### src/rtl/axi_chan_comparator_pkg.sv
// Shared constants and default AXI channel/bundle types for the AXI channel comparator.
// Channel indices fix the bit order of every per-channel status vector.
package axi_chan_comparator_pkg;

    localparam int unsigned ChAw  = 0;
    localparam int unsigned ChW   = 1;
    localparam int unsigned ChB   = 2;
    localparam int unsigned ChAr  = 3;
    localparam int unsigned ChR   = 4;
    localparam int unsigned NumCh = 5;

    localparam int unsigned ErrCntWidth = 16;
    // Error sources per channel: {overflow, underflow, mismatch}.
    localparam int unsigned ErrPerCh    = 3;

    localparam int unsigned AxiIdW   = 4;
    localparam int unsigned AxiAddrW = 32;
    localparam int unsigned AxiDataW = 64;
    localparam int unsigned AxiUserW = 1;

    typedef struct packed {
        logic [AxiIdW-1:0]   id;
        logic [AxiAddrW-1:0] addr;
        logic [7:0]          len;
        logic [2:0]          size;
        logic [1:0]          burst;
    } axi_aw_chan_t;

    typedef struct packed {
        logic [AxiDataW-1:0]   data;
        logic [AxiDataW/8-1:0] strb;
        logic                  last;
        logic [AxiUserW-1:0]   user;
    } axi_w_chan_t;

    typedef struct packed {
        logic [AxiIdW-1:0]   id;
        logic [1:0]          resp;
        logic [AxiUserW-1:0] user;
    } axi_b_chan_t;

    typedef struct packed {
        logic [AxiIdW-1:0]   id;
        logic [AxiAddrW-1:0] addr;
        logic [7:0]          len;
        logic [2:0]          size;
        logic [1:0]          burst;
    } axi_ar_chan_t;

    typedef struct packed {
        logic [AxiIdW-1:0]   id;
        logic [AxiDataW-1:0] data;
        logic [1:0]          resp;
        logic                last;
        logic [AxiUserW-1:0] user;
    } axi_r_chan_t;

    typedef struct packed {
        axi_aw_chan_t aw;
        logic         aw_valid;
        axi_w_chan_t  w;
        logic         w_valid;
        logic         b_ready;
        axi_ar_chan_t ar;
        logic         ar_valid;
        logic         r_ready;
    } axi_req_t;

    typedef struct packed {
        logic         aw_ready;
        logic         ar_ready;
        logic         w_ready;
        axi_b_chan_t  b;
        logic         b_valid;
        axi_r_chan_t  r;
        logic         r_valid;
    } axi_resp_t;

endpackage

### src/rtl/axi_chan_comparator_ch.sv
// One channel of the comparator: in-order FIFO of produced beats, bypass, masked compare, sticky flags.
// Define AXI_CHAN_COMPARATOR_LOG_EN to get simulation-only $error reporting per event.
module axi_chan_comparator_ch
    import axi_chan_comparator_pkg::*;
#(
    parameter type         data_t    = logic,
    parameter int unsigned FifoDepth = 16,
    parameter data_t       MaskId    = '0
`ifdef AXI_CHAN_COMPARATOR_LOG_EN
   ,parameter string       ChName    = "ch"
`else
`endif
) (
    input  logic                clk_i,
    input  logic                rst_i,
    input  logic                push_i,
    input  data_t               push_data_i,
    input  logic                pop_i,
    input  data_t               pop_data_i,
    output logic                mismatch_o,
    output logic                underflow_o,
    output logic                overflow_o,
    output logic                pending_o,
    output logic [ErrPerCh-1:0] err_o
);

    localparam int unsigned IdxW     = $clog2(FifoDepth);
    localparam int unsigned PayloadW = $bits(data_t);
    localparam logic [PayloadW-1:0] MaskVec = MaskId;

    typedef logic [IdxW:0] ptr_t;

    data_t r_mem [FifoDepth];
    ptr_t  r_wr_ptr;
    ptr_t  r_rd_ptr;
    logic  r_mismatch;
    logic  r_underflow;
    logic  r_overflow;

    logic                w_empty;
    logic                w_full;
    logic                w_bypass;
    logic                w_do_push;
    logic                w_do_pop;
    logic                w_ev_mis;
    logic                w_ev_unf;
    logic                w_ev_ovf;
    data_t               w_exp;
    logic [PayloadW-1:0] w_exp_vec;
    logic [PayloadW-1:0] w_act_vec;

    assign w_empty = (r_wr_ptr == r_rd_ptr);
    assign w_full  = (r_wr_ptr[IdxW-1:0] == r_rd_ptr[IdxW-1:0]) &&
                     (r_wr_ptr[IdxW] != r_rd_ptr[IdxW]);

    // Empty FIFO with both sides active: compare straight through, never store.
    assign w_bypass  = push_i && pop_i && w_empty;
    assign w_do_pop  = pop_i && !w_empty;
    assign w_do_push = push_i && !w_bypass && (!w_full || pop_i);
    assign w_ev_unf  = pop_i && !push_i && w_empty;
    assign w_ev_ovf  = push_i && !pop_i && w_full;

    assign w_exp     = w_bypass ? push_data_i : r_mem[r_rd_ptr[IdxW-1:0]];
    assign w_exp_vec = w_exp;
    assign w_act_vec = pop_data_i;
    assign w_ev_mis  = (w_do_pop || w_bypass) &&
                       (((w_exp_vec ^ w_act_vec) & ~MaskVec) != '0);

    always_ff @(posedge clk_i) begin
        if (rst_i) begin
            r_wr_ptr    <= '0;
            r_rd_ptr    <= '0;
            r_mismatch  <= 1'b0;
            r_underflow <= 1'b0;
            r_overflow  <= 1'b0;
        end else begin
            if (w_do_push) begin
                r_wr_ptr <= r_wr_ptr + ptr_t'(1);
            end
            if (w_do_pop) begin
                r_rd_ptr <= r_rd_ptr + ptr_t'(1);
            end
            r_mismatch  <= r_mismatch  | w_ev_mis;
            r_underflow <= r_underflow | w_ev_unf;
            r_overflow  <= r_overflow  | w_ev_ovf;
        end
    end

    // When full, the head is read combinationally before the same slot is overwritten.
    always_ff @(posedge clk_i) begin
        if (!rst_i && w_do_push) begin
            r_mem[r_wr_ptr[IdxW-1:0]] <= push_data_i;
        end
    end

    assign mismatch_o  = r_mismatch;
    assign underflow_o = r_underflow;
    assign overflow_o  = r_overflow;
    assign pending_o   = !w_empty;
    assign err_o       = {w_ev_ovf, w_ev_unf, w_ev_mis};

`ifdef AXI_CHAN_COMPARATOR_LOG_EN
    always_ff @(posedge clk_i) begin
        if (!rst_i) begin
            if (w_ev_mis) begin
                $error("%s mismatch at %0t: expected %h actual %h", ChName, $time, w_exp, pop_data_i);
            end
            if (w_ev_unf) begin
                $error("%s underflow at %0t: expected nothing, actual %h", ChName, $time, pop_data_i);
            end
            if (w_ev_ovf) begin
                $error("%s overflow at %0t: FIFO full, dropped %h", ChName, $time, push_data_i);
            end
        end
    end

    final begin
        if (pending_o) begin
            $display("%s: %0d beats still pending at end of simulation", ChName, r_wr_ptr - r_rd_ptr);
        end
    end
`else
`endif

endmodule

### src/rtl/axi_chan_comparator.sv
// Passive AXI4 scoreboard comparing port A (upstream) against port B (downstream), one checker per channel.
// Define AXI_CHAN_COMPARATOR_LOG_EN for simulation-only $error reporting of every error event.
module axi_chan_comparator
    import axi_chan_comparator_pkg::*;
#(
    parameter bit          IgnoreId  = 1'b0,
    parameter int unsigned FifoDepth = 16,
    parameter type         aw_chan_t = axi_aw_chan_t,
    parameter type         w_chan_t  = axi_w_chan_t,
    parameter type         b_chan_t  = axi_b_chan_t,
    parameter type         ar_chan_t = axi_ar_chan_t,
    parameter type         r_chan_t  = axi_r_chan_t,
    parameter type         req_t     = axi_req_t,
    parameter type         resp_t    = axi_resp_t
) (
    input  logic                   clk_i,
    input  logic                   rst_i,
    input  req_t                   axi_a_req_i,
    input  resp_t                  axi_a_rsp_i,
    input  req_t                   axi_b_req_i,
    input  resp_t                  axi_b_rsp_i,
    output logic [NumCh-1:0]       mismatch_o,
    output logic [NumCh-1:0]       underflow_o,
    output logic [NumCh-1:0]       overflow_o,
    output logic [NumCh-1:0]       pending_o,
    output logic [ErrCntWidth-1:0] err_cnt_o
);

    localparam int unsigned SumW  = $clog2(NumCh * ErrPerCh + 1);
    localparam int unsigned CntW1 = ErrCntWidth + 1;

    function automatic aw_chan_t aw_id_mask(input bit en);
        aw_chan_t m;
        m = '0;
        if (en) m.id = '1;
        return m;
    endfunction

    function automatic ar_chan_t ar_id_mask(input bit en);
        ar_chan_t m;
        m = '0;
        if (en) m.id = '1;
        return m;
    endfunction

    function automatic b_chan_t b_id_mask(input bit en);
        b_chan_t m;
        m = '0;
        if (en) m.id = '1;
        return m;
    endfunction

    function automatic r_chan_t r_id_mask(input bit en);
        r_chan_t m;
        m = '0;
        if (en) m.id = '1;
        return m;
    endfunction

    localparam aw_chan_t AwMask = aw_id_mask(IgnoreId);
    localparam ar_chan_t ArMask = ar_id_mask(IgnoreId);
    localparam b_chan_t  BMask  = b_id_mask(IgnoreId);
    localparam r_chan_t  RMask  = r_id_mask(IgnoreId);

    logic [NumCh-1:0]                w_push;
    logic [NumCh-1:0]                w_pop;
    logic [NumCh-1:0][ErrPerCh-1:0]  w_err;
    logic [SumW-1:0]                 w_err_sum;
    logic [CntW1-1:0]                w_cnt_next;
    logic [ErrCntWidth-1:0]          r_err_cnt;

    // Requests are produced on A and consumed on B; responses flow the other way.
    assign w_push[ChAw] = axi_a_req_i.aw_valid && axi_a_rsp_i.aw_ready;
    assign w_pop[ChAw]  = axi_b_req_i.aw_valid && axi_b_rsp_i.aw_ready;
    assign w_push[ChW]  = axi_a_req_i.w_valid  && axi_a_rsp_i.w_ready;
    assign w_pop[ChW]   = axi_b_req_i.w_valid  && axi_b_rsp_i.w_ready;
    assign w_push[ChAr] = axi_a_req_i.ar_valid && axi_a_rsp_i.ar_ready;
    assign w_pop[ChAr]  = axi_b_req_i.ar_valid && axi_b_rsp_i.ar_ready;
    assign w_push[ChB]  = axi_b_rsp_i.b_valid  && axi_b_req_i.b_ready;
    assign w_pop[ChB]   = axi_a_rsp_i.b_valid  && axi_a_req_i.b_ready;
    assign w_push[ChR]  = axi_b_rsp_i.r_valid  && axi_b_req_i.r_ready;
    assign w_pop[ChR]   = axi_a_rsp_i.r_valid  && axi_a_req_i.r_ready;

    axi_chan_comparator_ch #(
        .data_t(aw_chan_t), .FifoDepth(FifoDepth), .MaskId(AwMask)
`ifdef AXI_CHAN_COMPARATOR_LOG_EN
       ,.ChName("AW")
`endif
    ) u_ch_aw (
        .clk_i(clk_i), .rst_i(rst_i),
        .push_i(w_push[ChAw]), .push_data_i(axi_a_req_i.aw),
        .pop_i(w_pop[ChAw]), .pop_data_i(axi_b_req_i.aw),
        .mismatch_o(mismatch_o[ChAw]), .underflow_o(underflow_o[ChAw]),
        .overflow_o(overflow_o[ChAw]), .pending_o(pending_o[ChAw]), .err_o(w_err[ChAw])
    );

    axi_chan_comparator_ch #(
        .data_t(w_chan_t), .FifoDepth(FifoDepth), .MaskId('0)
`ifdef AXI_CHAN_COMPARATOR_LOG_EN
       ,.ChName("W")
`endif
    ) u_ch_w (
        .clk_i(clk_i), .rst_i(rst_i),
        .push_i(w_push[ChW]), .push_data_i(axi_a_req_i.w),
        .pop_i(w_pop[ChW]), .pop_data_i(axi_b_req_i.w),
        .mismatch_o(mismatch_o[ChW]), .underflow_o(underflow_o[ChW]),
        .overflow_o(overflow_o[ChW]), .pending_o(pending_o[ChW]), .err_o(w_err[ChW])
    );

    axi_chan_comparator_ch #(
        .data_t(b_chan_t), .FifoDepth(FifoDepth), .MaskId(BMask)
`ifdef AXI_CHAN_COMPARATOR_LOG_EN
       ,.ChName("B")
`endif
    ) u_ch_b (
        .clk_i(clk_i), .rst_i(rst_i),
        .push_i(w_push[ChB]), .push_data_i(axi_b_rsp_i.b),
        .pop_i(w_pop[ChB]), .pop_data_i(axi_a_rsp_i.b),
        .mismatch_o(mismatch_o[ChB]), .underflow_o(underflow_o[ChB]),
        .overflow_o(overflow_o[ChB]), .pending_o(pending_o[ChB]), .err_o(w_err[ChB])
    );

    axi_chan_comparator_ch #(
        .data_t(ar_chan_t), .FifoDepth(FifoDepth), .MaskId(ArMask)
`ifdef AXI_CHAN_COMPARATOR_LOG_EN
       ,.ChName("AR")
`endif
    ) u_ch_ar (
        .clk_i(clk_i), .rst_i(rst_i),
        .push_i(w_push[ChAr]), .push_data_i(axi_a_req_i.ar),
        .pop_i(w_pop[ChAr]), .pop_data_i(axi_b_req_i.ar),
        .mismatch_o(mismatch_o[ChAr]), .underflow_o(underflow_o[ChAr]),
        .overflow_o(overflow_o[ChAr]), .pending_o(pending_o[ChAr]), .err_o(w_err[ChAr])
    );

    axi_chan_comparator_ch #(
        .data_t(r_chan_t), .FifoDepth(FifoDepth), .MaskId(RMask)
`ifdef AXI_CHAN_COMPARATOR_LOG_EN
       ,.ChName("R")
`endif
    ) u_ch_r (
        .clk_i(clk_i), .rst_i(rst_i),
        .push_i(w_push[ChR]), .push_data_i(axi_b_rsp_i.r),
        .pop_i(w_pop[ChR]), .pop_data_i(axi_a_rsp_i.r),
        .mismatch_o(mismatch_o[ChR]), .underflow_o(underflow_o[ChR]),
        .overflow_o(overflow_o[ChR]), .pending_o(pending_o[ChR]), .err_o(w_err[ChR])
    );

    always_comb begin
        w_err_sum = '0;
        for (int c = 0; c < NumCh; c++) begin
            for (int e = 0; e < ErrPerCh; e++) begin
                w_err_sum = w_err_sum + SumW'(w_err[c][e]);
            end
        end
    end

    // One extra bit catches the carry so the counter can clamp at all-ones.
    assign w_cnt_next = {1'b0, r_err_cnt} + CntW1'(w_err_sum);

    always_ff @(posedge clk_i) begin
        if (rst_i) begin
            r_err_cnt <= '0;
        end else if (w_cnt_next[ErrCntWidth]) begin
            r_err_cnt <= '1;
        end else begin
            r_err_cnt <= w_cnt_next[ErrCntWidth-1:0];
        end
    end

    assign err_cnt_o = r_err_cnt;

endmodule

### config.mk
export PLATFORM = sky130hd
export DESIGN_NAME = axi_chan_comparator
export DESIGN_NICKNAME = d
export VERILOG_FILES = /design/src/rtl/axi_chan_comparator_pkg.sv /design/src/rtl/axi_chan_comparator_ch.sv /design/src/rtl/axi_chan_comparator.sv
export SDC_FILE = /design/constraint.sdc
export NUM_CORES = 2
export LEC_CHECK = 0
export ABC_CLOCK_PERIOD_IN_PS = 34200
export CORE_ASPECT_RATIO = 1.1
export CORE_UTILIZATION = 35
export CTS_BUF_LIST = sky130_fd_sc_hd__clkbuf_16
export CTS_CLUSTER_SIZE = 28
export DETAILED_ROUTE_END_ITERATION = 12
export PLACE_DENSITY = 0.57
export SYNTH_ARGS = -nofsm -noshare
export SYNTH_HDL_FRONTEND = slang
export SYNTH_HIERARCHICAL = 1
export SYNTH_SLANG_ARGS = --single-unit
### constraint.sdc
create_clock -name clk_i -period 34.2 [get_ports clk_i]
set_clock_uncertainty 0.15 [all_clocks]
set_input_delay 10.26 -clock clk_i [delete_from_list [all_inputs] [get_ports clk_i]]
set_output_delay 10.26 -clock clk_i [all_outputs]
set_load 0.05 [all_outputs]
Word-level counts from Yosys, hierarchy flattened:

Memory sizes are Yosys's and may differ from the RTL's. A register that Yosys moved wholly into a read port is not among the register bits.
Index checks and enable logic that the tools add are counted.

* input bits: 524
* register bits after elaboration: 81
* word-level logic and storage cells: 228
* RAM bits: 4016
* memories: 5

* muxes and demuxes: 26
* eq/ne operators: 15
* bitwise logic cells: 20
* reductions and logical operators: 111
* $add $sub $neg: 25

Memory list
* u_ch_w.r_mem: words 16, width 74, rd ports 1, clocked after Yosys merged registers in 1, write ports 1, line axi_chan_comparator_ch.sv:33 `data_t r_mem [FifoDepth];`
* u_ch_r.r_mem: words 16, width 72, rd ports 1, clocked after Yosys merged registers in 1, write ports 1, line axi_chan_comparator_ch.sv:33
* u_ch_ar.r_mem: words 16, width 49, rd ports 1, clocked after Yosys merged registers in 1, write ports 1, line axi_chan_comparator_ch.sv:33
* u_ch_aw.r_mem: words 16, width 49, rd ports 1, clocked after Yosys merged registers in 1, write ports 1, line axi_chan_comparator_ch.sv:33
* u_ch_b.r_mem: words 16, width 7, rd ports 1, clocked after Yosys merged registers in 1, write ports 1, line axi_chan_comparator_ch.sv:33

Operators with widths (count)
* $mux 49: 2
* $reduce_bool 49->1: 2
* $xor 49x49->49: 2
* $mux 74: 1
* $reduce_bool 74->1: 1
* $xor 74x74->74: 1
* $mux 72: 1
* $reduce_bool 72->1: 1
* $xor 72x72->72: 1
* $logic_and 1x1->1: 70
* $add 5x1->5 const B: 10
* $add 4x1->4: 11
* $mux 4: 10
* $logic_not 1->1: 26
* $eq 5x5->1: 5
* $eq 4x4->1: 5
* $add 16x4->17: 1
* $mux 16: 1
* $or 1x1->1: 15
* $logic_or 1x1->1: 10
* $mux 1: 10
* $mux 7: 1
* $reduce_bool 7->1: 1
* $xor 7x7->7: 1
* other kinds (4): 8

Longest topological paths before layout:

* depth in word-level cells: 23
* depth in mapped cells: 29
* depth with buffers taken out: 23

Modules after synthesis:

Netlist, hierarchy kept.

Modules (own cells, without submodules)
* axi_chan_comparator_ch at u_ch_ar ...: cells an instance 1540, area each 32019.5 sq um, sequential area each 23882.9 sq um, instances 2
* axi_chan_comparator_ch at u_ch_w: cells an instance 2308, area each 48118.6 sq um, sequential area each 35894.4 sq um, instances 1
* axi_chan_comparator_ch at u_ch_r: cells an instance 2129, area each 46377.0 sq um, sequential area each 34933.5 sq um, instances 1
* axi_chan_comparator_ch at u_ch_b: cells an instance 323, area each 5392.7 sq um, sequential area each 3703.6 sq um, instances 1
* axi_chan_comparator: cells an instance 138, area each 1261.2 sq um, sequential area each 320.3 sq um, instances 1

Worst setup path before layout:

No wires, ideal clock.

* kind: in2reg
* from: input axi_b_req_i[52] (netlist name)
* to: memory u_ch_w/r_mem[0][0] (netlist name) (enable)
* setup time: 0.688 ns
* data required time: 33.362 ns
* data arrival time: 17.986 ns
* setup slack: 15.376 ns
* cell stages on the path: 6
* cells stage by stage: and2_1 > xnor2_1 > nand2_1 > nand2_1 > clkbuf_1 > nor4_1

* word-level cells in the longest chain between the ends: 9
* elaborated cells on any way between the ends: 10
* those cells by class: mux (2); reduce/logical (8)

Ends and longest elaborated chain
* from (decl): line axi_chan_comparator.sv:20 `input req_t axi_b_req_i,`
* $logic_and 1x1->1 *: line axi_chan_comparator.sv:76 `assign w_pop[ChW] = axi_b_req_i.w_valid && axi_b_rsp_i.w_ready;`
* $logic_and 1x1->1 (2 in series): line axi_chan_comparator_ch.sv:57 `assign w_bypass = push_i && pop_i && w_empty;`
* $logic_not 1->1: line axi_chan_comparator_ch.sv:59 `assign w_do_push = push_i && !w_bypass && (!w_full || pop_i);`
* $logic_and 1x1->1: line axi_chan_comparator_ch.sv:59
* $logic_and 1x1->1 *: line axi_chan_comparator_ch.sv:59
* $logic_and 1x1->1 *: line axi_chan_comparator_ch.sv:91 `if (!rst_i && w_do_push) begin`
* $mux 1 *: line axi_chan_comparator_ch.sv:91
* $mux 1 (not written as such) *: line axi_chan_comparator_ch.sv:92 `r_mem[r_wr_ptr[IdxW-1:0]] <= push_data_i;`
* to (decl): line axi_chan_comparator_ch.sv:33

Mark *: on every way between the ends. The rest lies on a longest branch, timed or not.

==> results.toml <==
[outcome]
status = "complete, no violations"

[floorplan]
die_w_microns = 657.0
die_y_microns = 722.5
start_util_pct = 35.14
core_sq_um = 470000
io_pins = 560
dieArea_sq_um = 474700
rows = 264

[worst_setup_path]
slowest_stage = "and2_0"
path_cells = "clkdlybuf4s50_1, and2_1, and3_1, and2_0, nor3_1, or4_1, nor4_1, nand3_1, a211oi_1, a21oi_2, fa_1, inv_1, fa_1, fa_1, fa_1, inv_1, ha_1, fa_1, a21oi_1, o21ai_2, nand4_1, xor2_1, a21oi_1"
crit_type = "in2reg"
slowest_delay_ns = 0.62
end_kind = "register"
worstPathArrival_ns = 17.43
critPathMaxFanout = 14
crit_top_cell = "fa_1"
cp.required_ns = 34.91
critPathLaunchType = "input port"
crit_buf_inv = 3
crit_family = "simple AND/OR/NAND/NOR gates"

[synthesis]
syn-num-nets = 8547
yosysTopAreaCell = "edfxtp_1"
muxShareOfSynthArea_pct = 16.16
synthArstFlopShare_pct = 0
syn_inst = 7978
synth-compound-area-share_pct = 2.065
yosysMostFrequentCell = "edfxtp_1"
synth_edf_count = 4016
synth.avg_cell_area_sq_um = 20.71
ys_top_cells_by_area = "edfxtp_1 73%, mux4_2 12%, mux2i_1 3.4%"
yosysTopAreaCellShare_pct = 73.00
yosys.area_share.simple_pct = 2.606
netlist_area_sq_um = 165200
yosys_warnings = 6
synth_xor_area_share_pct = 2.890
synth_top_family_by_area = "multiplexers"
synth-seq-area-share_pct = 74.23
yosys_most_used_dff = "edfxtp_1"
ys_top_cells_by_count = "4016 x edfxtp_1, 898 x mux4_2, 558 x mux2i_1"
synthAdderAreaFrac_pct = 0.3908
synth_cell_types = 89
ys_ff_latch = 4117

[power_and_ir_drop]
p_leak_uw = 0.05852
power_density_nw_per_um2 = 55.24
vdd_drop_max_uv = 48.79

[clock_network]
postCtsSetupRepairBufs = 0
clk_latency_ns = 1.01
clock_path_buffers = 4
cts_inserted_buffers = 419
cts-htree-levels = 5
clock_sinks = 4117
post_cts_resized = 0
cts-root-buf = "clkbuf_16"
cts_tree = "built"
path_clk_slew_ns = 0.06
hold_buffers = 0

[placement]
dp_hpwl_microns = 271500
gp_congestion = 0.8592
place_inst = 14610
placed_cell_area_sq_um = 178400
port-buffer-count = 559

[grt]
grtUsageMet1_pct = 25.07
grt_pass1_vias = 85100
grt_pass1_wl_microns = 646200
grtUsageTotal_pct = 18.91
grt.busiest_layer = "met2"
grtUsageMet2_pct = 32.37
grt_max_degree = 114
grt_overflow = 0
met3_usage_pct = 2.737
antenna_found_initial = 54

[finish]
stdcell_count = 15400
multi_input_area_sq_um = 40290
regArea_sq_um = 122700
nNetsFinal = 9345
utilization_pct = 40.83
nFillCells = 41240
drive_gt1_share_pct = 20.50
areaGrowthSynthToFinish_pct = 16.19
finish.instance_area_sq_um = 191900

[route]
drt_iter0_markers = 8420
drt-vias-per-instance = 5.405
post-route-drc-count = 0
post_drt_wl_per_cell_microns = 29.92
postRouteAntennaNets = 0
wl_microns = 460800
route.vias.total = 83240
firstDrtPassIters = 5

[sta]
relSlewSlack_pct = 11.66
finalCritPeriodShare_pct = 48.88
fmax_mhz = 59.82
slew_viol_final = 0
worst_pin_slew_ns = 1.292
period_needed_ns = 16.72
timing.setup.tns_ns = 0
setup_viol = 0
rsz0062_at_grt = "no"
hold_violations = 0

[min_path]
hp-class = "reg2reg"

[job]
max_cap_viol_count = 0
stage by stage:
| stage | hold WS, ns | setup WS, ns | total power [uW] |
|---|---|---|---|
| finish | 0.3178 | 17.48 | 10600 |
| global route | 0.3472 | 17.20 | 10910 |
| CTS | 0.3219 | 17.62 | 10700 |
| detailed placement | 0.3084 | 16.54 | 6212 |
| global placement | 0.3009 | 16.52 | 6201 |
| floorplan | 0.3342 | 15.38 | 5937 |
routing by layer:
| metal | vias to the layer above | share of wire [%] |
|---|---|---|
| met2 | 2865 | 50 |
| met4 | 28 | 2.9 |
| met1 | 45080 | 41 |
| met3 | 696 | 5.9 |
| met5 | - | 0.040 |
| li1 | 34580 | - |
cell type report:
class	instances	area share, %
well taps	6251	4.075
clock buffers	424	5.528
diodes	28	0.03651
multi-input cells	3384	20.99
inverters	96	0.1904
repair buffers	758	3.771
flip-flops and latches	4117	63.91
clock inverters	344	1.490
worst register-to-register path, delay by kind of cell (launching register included):
kind / cells / cell delay, ns
buffers and inverters: 4 / 1.35
XOR/XNOR: 2 / 0.78
multiplexers: 1 / 0.64
AO/OA/AOI/OAI: 7 / 1.76
adder cells (fa/ha/maj): 6 / 2.70
flip-flops: 1 / 0.60
AND/OR/NAND/NOR: 4 / 1.30
cells in the final DEF, fill, tap and decap left out, drive strengths merged, types with 46 or more instances in the layout:
cell	netlist	final
dfxtp	101	101
mux4	912	912
inv	96	196
clkinv	0	188
mux2	46	46
xor2	213	213
clkdlybuf4s50	0	558
xnor2	332	332
nand4	76	76
nor2	173	173
a22oi	91	91
buf	312	200
mux2i	558	558
edfxtp	4016	4016
nand2	178	178
a21oi	55	55
clkbuf	69	424
nand3	60	60
nor4	94	94
nor3	63	63
power breakdown:
group          internal (uW)  switching, uW  total, uW  leakage [uW]
registers               5550           13.7       5570        0.0369
clock network           2540           1960       4500       0.00689
logic                    209            325        534        0.0147
registers in the layout, indices dropped and copies added, names as in the netlist, 5 cells and up, named ones only:
| name | cells |
|---|---|
| u_ch_r/r_wr_ptr | 5 |
| u_ch_w/r_mem | 1184 |
| u_ch_ar/r_wr_ptr | 5 |
| u_ch_ar/r_mem | 784 |
| u_ch_aw/r_wr_ptr | 5 |
| u_ch_r/r_rd_ptr | 5 |
| u_ch_w/r_wr_ptr | 5 |
| u_ch_b/r_wr_ptr | 5 |
| u_ch_w/r_rd_ptr | 5 |
| u_ch_b/r_rd_ptr | 5 |
| u_ch_b/r_mem | 112 |
| u_ch_r/r_mem | 1152 |
| u_ch_aw/r_mem | 784 |
| u_ch_aw/r_rd_ptr | 5 |
| u_ch_ar/r_rd_ptr | 5 |
| err_cnt_o | 16 |
cell families after synthesis:
family | count (synthesis)
DFF | 4117
and+or+nand+nor | 832
adders and majority gates | 45
buffers and inverters | 477
AOI/OAI and AO/OA | 446
muxes | 1516
xor gates and xnor gates | 545
worst paths after layout:
path              depth (start not counted)         startpoint  slack (ns)                end
setup / recovery                         23     axi_a_req_i[0]       17.48      err_cnt_o[10]
hold / removal                            2  u_ch_b/overflow_o        0.32  u_ch_b/overflow_o
setup reg to reg                         24           register       24.83      err_cnt_o[10]
hold reg to reg                           2  u_ch_b/overflow_o        0.32  u_ch_b/overflow_o
Power figures use the tool's default switching activity.
